### src/rtl/pll_reset_pkg.sv
// pll_reset_pkg: shared state encoding, default parameters and counter-width helper for the PLL reset sequencer.
package pll_reset_pkg;
    typedef enum logic [1:0] {
        WAIT_LOCK = 2'd0,
        STABILIZE = 2'd1,
        RUN       = 2'd2,
        LOST      = 2'd3
    } state_e;
    localparam int unsigned DEF_SYNC_STAGES        = 2;
    localparam int unsigned DEF_LOCK_STABLE_CYCLES = 1024;
    localparam int unsigned DEF_HOLD_CYCLES        = 16;
    localparam int unsigned DEF_COUNT_WIDTH        = 8;
    function automatic int unsigned cnt_width(input int unsigned n);
        return (n > 1) ? $clog2(n) : 1;
    endfunction
endpackage

### src/rtl/bit_sync.sv
// bit_sync: N-stage single-bit synchronizer with asynchronous active-low clear.
module bit_sync #(
    parameter int unsigned STAGES = 2
) (
    input  logic clk_i,
    input  logic rst_ni,
    input  logic d_i,
    output logic q_o
);
    logic [STAGES-1:0] sync_q;
    always_ff @(posedge clk_i or negedge rst_ni) begin
        if (!rst_ni) sync_q <= '0;
        else         sync_q <= {sync_q[STAGES-2:0], d_i};
    end
    assign q_o = sync_q[STAGES-1];
endmodule

### src/rtl/pll_reset_sequencer.sv
// pll_reset_sequencer: holds system reset until the PLL lock flag has been stable, and re-sequences on lock loss.
module pll_reset_sequencer
    import pll_reset_pkg::*;
#(
    parameter int unsigned SYNC_STAGES        = DEF_SYNC_STAGES,
    parameter int unsigned LOCK_STABLE_CYCLES = DEF_LOCK_STABLE_CYCLES,
    parameter int unsigned HOLD_CYCLES        = DEF_HOLD_CYCLES,
    parameter int unsigned COUNT_WIDTH        = DEF_COUNT_WIDTH
) (
    input  logic                   clk_50mhz,
    input  logic                   rst_n,
    input  logic                   locked,
    output logic                   sys_rst_n,
    output logic                   pll_ok,
    output logic [COUNT_WIDTH-1:0] lock_loss_count
);
    localparam int unsigned SW = cnt_width(LOCK_STABLE_CYCLES);
    localparam int unsigned HW = cnt_width(HOLD_CYCLES);
    logic                   locked_s;
    state_e                 state_q, state_d;
    logic [SW-1:0]          stable_q, stable_d;
    logic [HW-1:0]          hold_q, hold_d;
    logic [COUNT_WIDTH-1:0] count_q, count_d;
    logic                   sys_q;
    bit_sync #(.STAGES(SYNC_STAGES)) u_lock_sync (
        .clk_i  (clk_50mhz),
        .rst_ni (rst_n),
        .d_i    (locked),
        .q_o    (locked_s)
    );
    always_comb begin
        state_d  = state_q;
        stable_d = stable_q;
        hold_d   = hold_q;
        count_d  = count_q;
        case (state_q)
            WAIT_LOCK: if (locked_s) begin
                state_d  = STABILIZE;
                stable_d = '0;
            end
            STABILIZE: begin
                if (!locked_s) state_d = WAIT_LOCK;
                else if (stable_q == SW'(LOCK_STABLE_CYCLES - 1)) state_d = RUN;
                else stable_d = stable_q + 1'b1;
            end
            RUN: if (!locked_s) begin
                state_d = LOST;
                hold_d  = '0;
                count_d = (&count_q) ? count_q : count_q + 1'b1;
            end
            LOST: begin
                // the hold always runs to completion, even if lock returns early
                if (hold_q == HW'(HOLD_CYCLES - 1)) state_d = WAIT_LOCK;
                else hold_d = hold_q + 1'b1;
            end
            default: state_d = WAIT_LOCK;
        endcase
    end
    always_ff @(posedge clk_50mhz or negedge rst_n) begin
        if (!rst_n) begin
            state_q  <= WAIT_LOCK;
            stable_q <= '0;
            hold_q   <= '0;
            count_q  <= '0;
            sys_q    <= 1'b0;
        end else begin
            state_q  <= state_d;
            stable_q <= stable_d;
            hold_q   <= hold_d;
            count_q  <= count_d;
            sys_q    <= (state_d == RUN);
        end
    end
    assign sys_rst_n       = sys_q;
    assign pll_ok          = locked_s;
    assign lock_loss_count = count_q;
endmodule
### config.mk
export PLATFORM = sky130hd
export DESIGN_NAME = pll_reset_sequencer
export DESIGN_NICKNAME = d
export VERILOG_FILES = /design/src/rtl/pll_reset_pkg.sv /design/src/rtl/bit_sync.sv /design/src/rtl/pll_reset_sequencer.sv
export SDC_FILE = /design/constraint.sdc
export NUM_CORES = 1
export LEC_CHECK = 0
export CAP_MARGIN = 20
export CORE_MARGIN = 2
export CORE_UTILIZATION = 40
export CTS_CLUSTER_DIAMETER = 30
export DETAILED_ROUTE_END_ITERATION = 8
export PLACE_DENSITY = 0.66
export SYNTH_ARGS = -nofsm -noshare
export SYNTH_HDL_FRONTEND = slang
export SYNTH_SLANG_ARGS = --single-unit
### constraint.sdc
create_clock -name clk_50mhz -period 4.96 [get_ports clk_50mhz]
set_input_delay 1.24 -clock clk_50mhz [delete_from_list [all_inputs] [get_ports clk_50mhz]]
set_output_delay 1.24 -clock clk_50mhz [all_outputs]
set_load 0.01 [all_outputs]
-- Yosys cells after proc, flatten, opt, wreduce, memory -nomap -nowiden
Cells that the tools add are included.
- multiplexer cells: 13
- reductions and logical operators: 7
- bitwise logic cells: 2
- add/sub/neg operators: 3
- equality and inequality tests: 11
- operators with widths (operator ; count):
    10-bit two-way mux ; 3
    10-bit case mux with 2 select lines ; 1
    10-bit by 1-bit adder with 10-bit output, second input constant ; 1
    10-bit == test, second input constant ; 1
    2-bit two-way mux ; 5
    8-bit by 1-bit adder with 8-bit output, second input constant ; 1
    4-bit two-way mux ; 2
    2-bit case mux with 4 select lines ; 1
    4-bit case mux with 2 select lines ; 1
    8-bit AND reduction ; 1
    2-bit == test, second input constant ; 3
    2-bit != test, second input constant ; 3
    3-bit AND reduction ; 2
    4-bit by 1-bit adder with 4-bit output, second input constant ; 1
    4-bit == test, second input constant ; 1
    2-bit by 1-bit != test with 1-bit output, second input constant ; 2
    4-bit AND reduction ; 1
    2-bit nonzero test ; 2
    2-bit by 1-bit == test with 1-bit output, second input constant ; 1
    2-bit zero test ; 1
    1-bit NOT ; 2
- input bits: 3
- output and inout bits: 10
- logic and storage cells: 42
- bits in registers: 27

-- Depth between registers and ports, before layout
Gate-level depths: netlist of run 1.
- word-level depth: 5
- mapped depth: 7
- mapped depth without buffers: 5

-- Cells and area by module
A second synthesis of run 1 with hierarchy kept.
- cell total of the unflattened synthesis: 132
- area, all modules: 1358.8 sq um
- by module, submodules not included (module ; cells an instance ; area an instance (sq um) ; times used):
    pll_reset_sequencer ; 130 ; 1308.8 ; 1
    bit_sync ; 2 ; 50.0 ; 1

-- Worst setup path before layout of run 1
No wires, ideal clock.
- path type: flip-flop to flip-flop
- start: register stable_q[0]
- end: register stable_q[7]
- path buffers: 2
- data required time: 4.834 ns
- stages on the path, launching flop included: 8
- setup slack: 3.090 ns
- period minus slack after synthesis: 1.870 ns
- setup time: 0.126 ns
- arrival time: 1.744 ns
- cell sequence: dfrtp_1 > ha_1 > and4_4 > buf_6 > and3_4 > buf_6 > o311a_1 > a221o_1
- longest elaborated chain between the ends: 4
- RTL lines (what ; RTL line ; source):
    start, declared ; pll_reset_sequencer.sv:21 ; logic [SW-1:0] stable_q, stable_d;
    start signal, assigned ; pll_reset_sequencer.sv:68 ; stable_q <= stable_d;
    10-bit by 1-bit adder with 10-bit output ; pll_reset_sequencer.sv:44 ; else stable_d = stable_q + 1'b1;
    10-bit two-way mux ; pll_reset_sequencer.sv:43 ; else if (stable_q == SW'(LOCK_STABLE_CYCLES - 1)) state_d = RUN;
    10-bit two-way mux ; pll_reset_sequencer.sv:42 ; if (!locked_s) state_d = WAIT_LOCK;
    10-bit case mux with 2 select lines ; pll_reset_sequencer.sv:36 ; case (state_q)
Several ways; a longest one is shown, not always the timed one. The select of a mux whose other input is x is not followed.
A chain may end at the register's enable or synchronous reset.

-- Final worst setup path of run 1
- start: register count_q[6] (netlist: lock_loss_count[6])
- end: output port lock_loss_count[6]
- RTL lines (what ; RTL line ; source):
    start, declared ; pll_reset_sequencer.sv:23 ; logic [COUNT_WIDTH-1:0] count_q, count_d;
    start signal, assigned ; pll_reset_sequencer.sv:70 ; count_q <= count_d;
    end, declared ; pll_reset_sequencer.sv:15 ; output logic [COUNT_WIDTH-1:0] lock_loss_count
No word-level cell between the ends.

==> qor.yml, run 1 <==
min_path:
  hp-start: "u_lock_sync.sync_q[0]"
  hp-class: "reg -> reg"
critical_path:
  worst-setup-path-type: "reg -> out"
  crit_start: "lock_loss_count[6]"
  cp-start-kind: "register"
  r2r-start: "state_q[0]"
  critPathBufInv: 1
  critPathArrivalTime_ns: 1.37
  path_delay_family: "buffers and inverters"
  cp.required_ns: 3.72
  critPathMaxStageDelay_ns: 0.58
  path_max_fanout: 6
  slowest_stage: "clkdlybuf4s50_1"
  cp-end-kind: "output port"
  worstPathCellList: "clkdlybuf4s50_1"
die:
  chipWidth_um: 62.93
  rows: 21
  start_util_pct: 41.62
  ios: 13
  core_area_um2: 3337
  die_h_um: 62.93
  die_area_um2: 3960
layout:
  antenna_cells: 0
  drive_gt1_share_pct: 4.861
  area_delta_synth_final_pct: 12.16
  nets: 151
  fill_cells: 332
global_routing:
  grt_usage_pct: 14.40
  grt_max_degree: 28
  gr-total-overflow: 0
  grt_pass1_wl_um: 4767
  antenna_found_initial: 0
  grt_pass1_vias: 1074
placement:
  place_hpwl_um: 1838
  place_ws_ns: 2.738
  gp_congestion: 0.7096
  portBuffers: 12
clocking:
  cts_buffer_depth: 2
  cts_tree: "done"
  ctsResizeCount: 0
  clock-sinks: 27
  post_cts_buffers: 0
  cts_hold_buf: 0
  cts_inserted_buffers: 3
  htree_levels: 1
  root_buffer: "clkbuf_4"
  clock_latency_ns: 0.32
  clk_pin_slew_ns: 0.15
sta:
  slew_headroom_pct: 62.88
  holdWs_ns: 0.3708
  worst-slew-pin-transition_ns: 0.5569
  period_share_pct: 52.62
  clock.fmax_mhz: 383.2
  fin_crit_ns: 2.610
  worst_slack_ns: 2.350
  fin_tns_setup_ns: 0
  finalHoldViolations: 0
  skew_ns: 0.01048
  slew_viol_final: 0
  rsz0062_at_grt: "false"
  finalSetupViolCount: 0
route:
  avgRoutedWirePerCell_um: 13.76
  viasPerCell: 5.568
  dr.pass1.iters: 4
  final_antenna_net_count: 0
  drt_iter0_drc: 42
  vias: 1058
  drc_errors: 0
  finalWirelength_um: 2615
synth:
  yosysMostFrequentCell: "dfrtp_1"
  syn_area_um2: 1389
  ys_seq_area_share_pct: 48.65
  synth_warnings: 0
  synth-xor-area-share_pct: 3.153
  synth_edf_count: 0
  synthAdderAreaFrac_pct: 2.703
  synth_top_family_by_area: "simple AND/OR/NAND/NOR gates"
  ys_ff_latch: 27
  synth_compound_area_share_pct: 14.50
  muxShareOfSynthArea_pct: 5.315
  ys_types: 38
  postSynthNetCount: 140
  ys.flop_type: "dfrtp_1"
  synthDominantCellAreaShare_pct: 48.65
  synth-simple-area-share_pct: 21.53
  synth_top_area_cell: "dfrtp_1"
  async_flop_share_pct: 100.0
  synthTopCellsByArea: "dfrtp_1 (49%), nand3_1 (3.2%), nand4_1 (3.2%)"
  synthTopCellsByCount: "dfrtp_1 (27), nand3_1 (9), nand2_1 (8), nor2_1 (8), nand4_1 (7)"
  syn_inst: 134
  synth.avg_cell_area_um2: 10.36
status:
  outcome: "finished, final reports clean"
power_and_ir_drop:
  irDropWorstVdd_uv: 133.0
  p_leak_nw: 0.6733
  power_density_nw_per_um2: 226.9
flow_run:
  cap_violations: 0
per-layer routing:
layer	share of wire [%]	track usage, %	routed length [um]
met5	0	0	0
met4	0.38	2.500	10
met3	1.9	1.982	49
met2	50	25.53	1296
met1	48	18.82	1258
final cells by class:
| class | count | area (um2) | share of cell area [%] |
|---|---|---|---|
| multi-input cells | 96 | 655.6 | 42.09 |
| clock buffers | 4 | 26.28 | 1.687 |
| flip-flops and latches | 27 | 675.6 | 43.37 |
| repair buffers | 13 | 127.6 | 8.193 |
| inverters | 4 | 15.01 | 0.9639 |
| well taps | 46 | 57.56 | 3.695 |
metrics by stage:
step	power [mW]	instance area, um2	utilization (%)	instances
detailed placement	0.2616	1531	45.89	186
global placement	0.2597	1531	45.89	186
finish	0.3535	1558	46.68	190
CTS	0.3566	1558	46.68	190
floorplan	0.2499	1389	-	134
global route	0.3677	1558	46.68	190
state kept, by name, indices dropped and copies added (netlist names):
signal,count
stable_q,10
u_lock_sync.sync_q,2
lock_loss_count,8
sys_rst_n,1
state_q,2
hold_q,4
cell usage in the layout (no fill, tap or decap), types with 3 or more instances in the layout:
master,count
a21oi_1,5
a22o_1,3
a31oi_1,4
and3_1,3
and4_1,3
clkbuf_4,3
clkdlybuf4s50_1,12
dfrtp_1,27
ha_1,3
inv_1,4
mux2_1,3
mux2i_1,4
nand2_1,8
nand3_1,9
nand4_1,7
nor2_1,8
o21ai_1,6
xnor2_1,3
kinds of logic after synthesis:
group,Yosys count
and+or+nand+nor,51
DFF,27
muxes,7
buffers and inverters,11
adders and majority gates,3
AOI/OAI and AO/OA,30
xor gates and xnor gates,5
where the power goes:
group	switching (mW)	total (mW)	internal, mW	leakage (nW)
Sequential	0.00855	0.234	0.225	0.368
Combinational	0.0131	0.0228	0.00974	0.290
Clock	0.0652	0.0967	0.0315	0.0150
worst paths after layout:
path                                         endpoint  slack [ns]  cells after the start
worst max-delay path               lock_loss_count[6]        2.35                      1
worst min-delay path            u_lock_sync.sync_q[1]        0.37                      0
worst max register to register     lock_loss_count[5]        3.06                      4
worst min register to register  u_lock_sync.sync_q[1]        0.37                      0
max in group asynchronous                   hold_q[2]        3.43                      2
min in group asynchronous                 stable_q[1]        1.26                      2
No activity file was read; power rests on OpenSTA's default activity.
==> run 2, diff against run 1 <==
PLACE_DENSITY = 0.68   (was 0.66)
clock period = 2.2 ns   (was 4.96 ns; I/O delays follow)
==> run 2 against run 1 <==
Effect of this change:
- clock power increased by 120%
- critical path type unchanged
- via count increased by 2.1%
- first-iteration DRC count decreased by 29%
- clock-buffer cell count unchanged
- cell area increased by 1.4%
- sequential cell count unchanged
- largest power group unchanged
- worst setup slack got worse by 2.1 ns
- utilization increased by 0.67 points
- total power increased by 130%
- die area unchanged
==> qor.yml, run 2 (same netlist as run 1, synthesis figures left out) <==
die:
  die_h_um: 62.93
  start_util_pct: 41.62
  chipWidth_um: 62.93
  ios: 13
  rows: 21
  core_area_um2: 3337
  die_area_um2: 3960
layout:
  finalNonFillerCells: 193
  final_cell_mix: "dfrtp_1 (27), clkdlybuf4s50_1 (12), nand3_1 (9)"
  fin_util_pct: 47.36
  final_area_um2: 1580
  largest_reg_flops: 10
  nets: 154
  antenna_cells: 0
  drive_gt1_share_pct: 6.803
  area_delta_synth_final_pct: 13.78
  final_common_cell: "dfrtp_1"
  regMostFlops: "stable_q"
critical_path:
  cp-end-kind: "output port"
  path_max_fanout: 5
  cp_num_cells: 1
  cp.required_ns: 1.65
  slowest_stage: "clkdlybuf4s50_1"
  worstPathCellList: "clkdlybuf4s50_1"
  reg2reg_to: "stable_q[7]"
  r2r-start: "stable_q[1]"
  critPathBufInv: 1
  reg2reg_depth: 5
  crit_end: "pll_ok"
  critPathArrivalTime_ns: 1.37
  cp-start-kind: "register"
  rrSetupSlack_ns: 0.40
  critPathMaxStageDelay_ns: 0.57
  path_delay_family: "buffers and inverters"
  worst-setup-path-type: "reg -> out"
  crit_start: "u_lock_sync.sync_q[1]"
route:
  final_antenna_net_count: 0
  avgRoutedWirePerCell_um: 13.32
  dr.pass1.iters: 4
  drt_iter0_drc: 30
  drc_errors: 0
  finalWirelength_um: 2570
  viasPerCell: 5.596
  vias: 1080
sta:
  worst-slew-pin-transition_ns: 0.5639
  fin_crit_ns: 1.916
  skew_ns: 0.006473
  period_share_pct: 87.08
  fin_tns_setup_ns: 0
  worst_slack_ns: 0.2843
  clock.fmax_mhz: 522.0
  holdWs_ns: 0.3792
  slew_headroom_pct: 62.33
  slew_viol_final: 0
  finalHoldViolations: 0
  finalSetupViolCount: 0
  rsz0062_at_grt: "false"
clocking:
  clock-sinks: 27
  ctsResizeCount: 0
  cts_hold_buf: 0
  clock_latency_ns: 0.32
  cts_inserted_buffers: 3
  htree_levels: 1
  post_cts_buffers: 0
  clk_pin_slew_ns: 0.14
  cts_buffer_depth: 2
  root_buffer: "clkbuf_4"
  cts_tree: "done"
placement:
  post_dp_cell_area_um2: 1554
  post-place-cells: 189
  place_ws_ns: 0.4269
  portBuffers: 12
  gp_congestion: 0.7828
  place_hpwl_um: 1898
status:
  outcome: "finished, final reports clean"
global_routing:
  antenna_found_initial: 0
  grt_busiest_layer: "met2"
  grt_util_met2_pct: 25.27
  grt_usage_pct: 14.75
  grt_pass1_wl_um: 4795
  grt_max_degree: 28
  gr-total-overflow: 0
  grt_use_met3_pct: 3.243
  grt_use_met1_pct: 18.61
  grt_pass1_vias: 1103
power_and_ir_drop:
  power_uw: 796.5
  p_leak_nw: 0.6883
  power_density_nw_per_um2: 504.0
  irDropWorstVdd_uv: 385.3
min_path:
  hp-class: "reg -> reg"
flow_run:
  cap_violations: 0
==> run 2: power breakdown <==
| group | internal (mW) | total [mW] | switching, mW |
|---|---|---|---|
| clock network | 0.0709 | 0.212 | 0.141 |
| logic | 0.0246 | 0.0603 | 0.0357 |
| registers | 0.508 | 0.524 | 0.0160 |
| total | 0.604 | 0.796 | 0.193 |
==> run 2: worst min-delay path by stage <==
stage	cells after the start	slack (ns)	end	startpoint
finish	0	0.38	u_lock_sync.sync_q[1]	u_lock_sync.sync_q[0]
global route	0	0.40	u_lock_sync.sync_q[1]	u_lock_sync.sync_q[0]
CTS	0	0.38	u_lock_sync.sync_q[1]	u_lock_sync.sync_q[0]
detailed placement	0	0.35	u_lock_sync.sync_q[1]	u_lock_sync.sync_q[0]
global placement	0	0.33	u_lock_sync.sync_q[1]	u_lock_sync.sync_q[0]
floorplan	0	0.25	hold_q[0]	rst_n
==> run 2: metal layers <==
layer / share of wire, % / vias to the layer above
met5: 0 / -
met4: 1.1 / 0
met3: 2.8 / 4
met2: 49 / 16
met1: 47 / 529
li1: - / 531
==> run 2: area by class of cell <==
class	count	area [um2]
fillers	339	1757
flip-flops and latches	27	675.6
repair buffers	16	150.1
clock buffers	4	26.28
inverters	4	15.01
multi-input cells	96	655.6
well taps	46	57.56
==> run 3, diff against run 2 <==
SETUP_SLACK_MARGIN = 0.3   (was not set)
==> run 3 against run 2 <==
Effect of this change:
- utilization is 2.0 points higher
- hold slack better by 0.00056 ns
- first-iteration DRC count is 17% lower
- clock skew is 0.0021 ns higher
- fmax is 4.1% higher
- clock power hardly changed
- cell area is 4.3% higher
- register-to-register slack worse by 0.02 ns
- via count is 3.5% higher
- total power is 0.38% higher
- critical endpoint is now lock_loss_count[7]
- highest routed layer unchanged
==> qor.yml, run 3 (same netlist as run 1, synthesis figures left out) <==
status:
  outcome: "finished, final reports clean"
route:
  finalWirelength_um: 2686
  drt_iter0_drc: 25
  viasPerCell: 5.562
  vias: 1118
  final_antenna_net_count: 0
  dr.pass1.iters: 4
  avgRoutedWirePerCell_um: 13.36
  drc_errors: 0
clocking:
  root_buffer: "clkbuf_4"
  clk_pin_slew_ns: 0.15
  cts_tree: "done"
  cts_hold_buf: 0
  clock-sinks: 27
  cts_buffer_depth: 2
  htree_levels: 1
  clock_latency_ns: 0.32
  cts_inserted_buffers: 3
sta:
  worst_slack_ns: 0.3599
  skew_ns: 0.008605
  clock.fmax_mhz: 543.4
  fin_crit_ns: 1.840
  slew_viol_final: 0
  worst-slew-pin-transition_ns: 0.5650
  finalSetupViolCount: 0
  fin_tns_setup_ns: 0
  finalHoldViolations: 0
  period_share_pct: 83.64
  rsz0062_at_grt: "true"
  slew_headroom_pct: 62.26
critical_path:
  critPathMaxStageDelay_ns: 0.55
  crit_start: "lock_loss_count[7]"
  cp.required_ns: 1.65
  cp-end-kind: "output port"
  worst-setup-path-type: "reg -> out"
  critPathArrivalTime_ns: 1.29
  cp-start-kind: "register"
  path_max_fanout: 6
  reg2reg_to: "stable_q[7]"
  slowest_stage: "clkdlybuf4s50_1"
  r2r-start: "stable_q[1]"
  worstPathCellList: "clkdlybuf4s50_1"
  critPathBufInv: 1
  reg2reg_depth: 5
  path_delay_family: "buffers and inverters"
  rrSetupSlack_ns: 0.38
flow_run:
  cap_violations: 0
layout:
  drive_gt1_share_pct: 12.90
  final_common_cell: "dfrtp_1"
  regMostFlops: "stable_q"
  fill_cells: 335
  antenna_cells: 0
  largest_reg_flops: 10
  area_delta_synth_final_pct: 18.65
  final_cell_mix: "dfrtp_1 (25), buf_4 (12), clkdlybuf4s50_1 (10)"
  nets: 162
  final_area_um2: 1648
placement:
  portBuffers: 12
  gp_congestion: 0.7828
  post_dp_cell_area_um2: 1554
  place_ws_ns: 0.4269
  place_hpwl_um: 1898
global_routing:
  grt_pass1_vias: 1124
  grt_pass1_wl_um: 4878
  gr-total-overflow: 0
  grt_usage_pct: 14.98
  grt_max_degree: 28
  antenna_found_initial: 0
die:
  chipWidth_um: 62.93
  die_area_um2: 3960
  ios: 13
  rows: 21
  core_area_um2: 3337
  start_util_pct: 41.62
  die_h_um: 62.93
power_and_ir_drop:
  irDropWorstVdd_uv: 381.7
  power_uw: 799.6
  power_density_nw_per_um2: 485.2
  p_leak_nw: 0.7662
min_path:
  holdPathEnd: "u_lock_sync.sync_q[1]"
  min_delay_path_depth: 0
  hp-start: "u_lock_sync.sync_q[0]"
  hp-class: "reg -> reg"
==> run 3: per-stage QoR <==
step	util, %	hold WS, ns	std cells
2_1_floorplan	-	0.2544	134
3_3_place_gp	46.57	0.3333	189
3_5_place_dp	46.57	0.3498	189
4_1_cts	47.84	0.3820	195
5_1_grt	49.38	0.3954	201
6_report	49.38	0.3797	201
==> run 3: worst max path at each step <==
stage	endpoint	depth (start not counted)
finish	lock_loss_count[7]	1
global route	lock_loss_count[7]	1
CTS	lock_loss_count[7]	1
detailed placement	stable_q[7]	5
global placement	stable_q[7]	5
floorplan	stable_q[7]	7
==> run 3: metal layers <==
metal,track usage (%),vias up,part of all wire [%]
met1,18.61,557,47
met2,26.06,19,49
met3,3.243,2,3.2
met5,0,-,0
li1,-,540,-
met4,4.167,0,0.52
==> run 3: area by class of cell <==
class / instances / area [um2] / share of cell area, %
well taps: 46 / 57.56 / 3.493
repair buffers: 24 / 215.2 / 13.06
multi-input cells: 96 / 655.6 / 39.79
inverters: 4 / 15.01 / 0.9112
clock buffers: 4 / 26.28 / 1.595
flip-flops and latches: 27 / 678.2 / 41.15
==> run 3: timing repair <==
item	CTS	global route
hold endpoints to repair	0	0
setup buffers	2	6
gates resized for setup	1	3
endpoints found under the setup margin	3	6
gates cloned	0	0
==> run 3: power by group <==
group,switching (mW),leakage (nW),internal [mW]
Clock,0.142,0.0150,0.0709
Combinational,0.0371,0.386,0.0258
Sequential,0.0153,0.365,0.508
Total,0.194,0.766,0.605
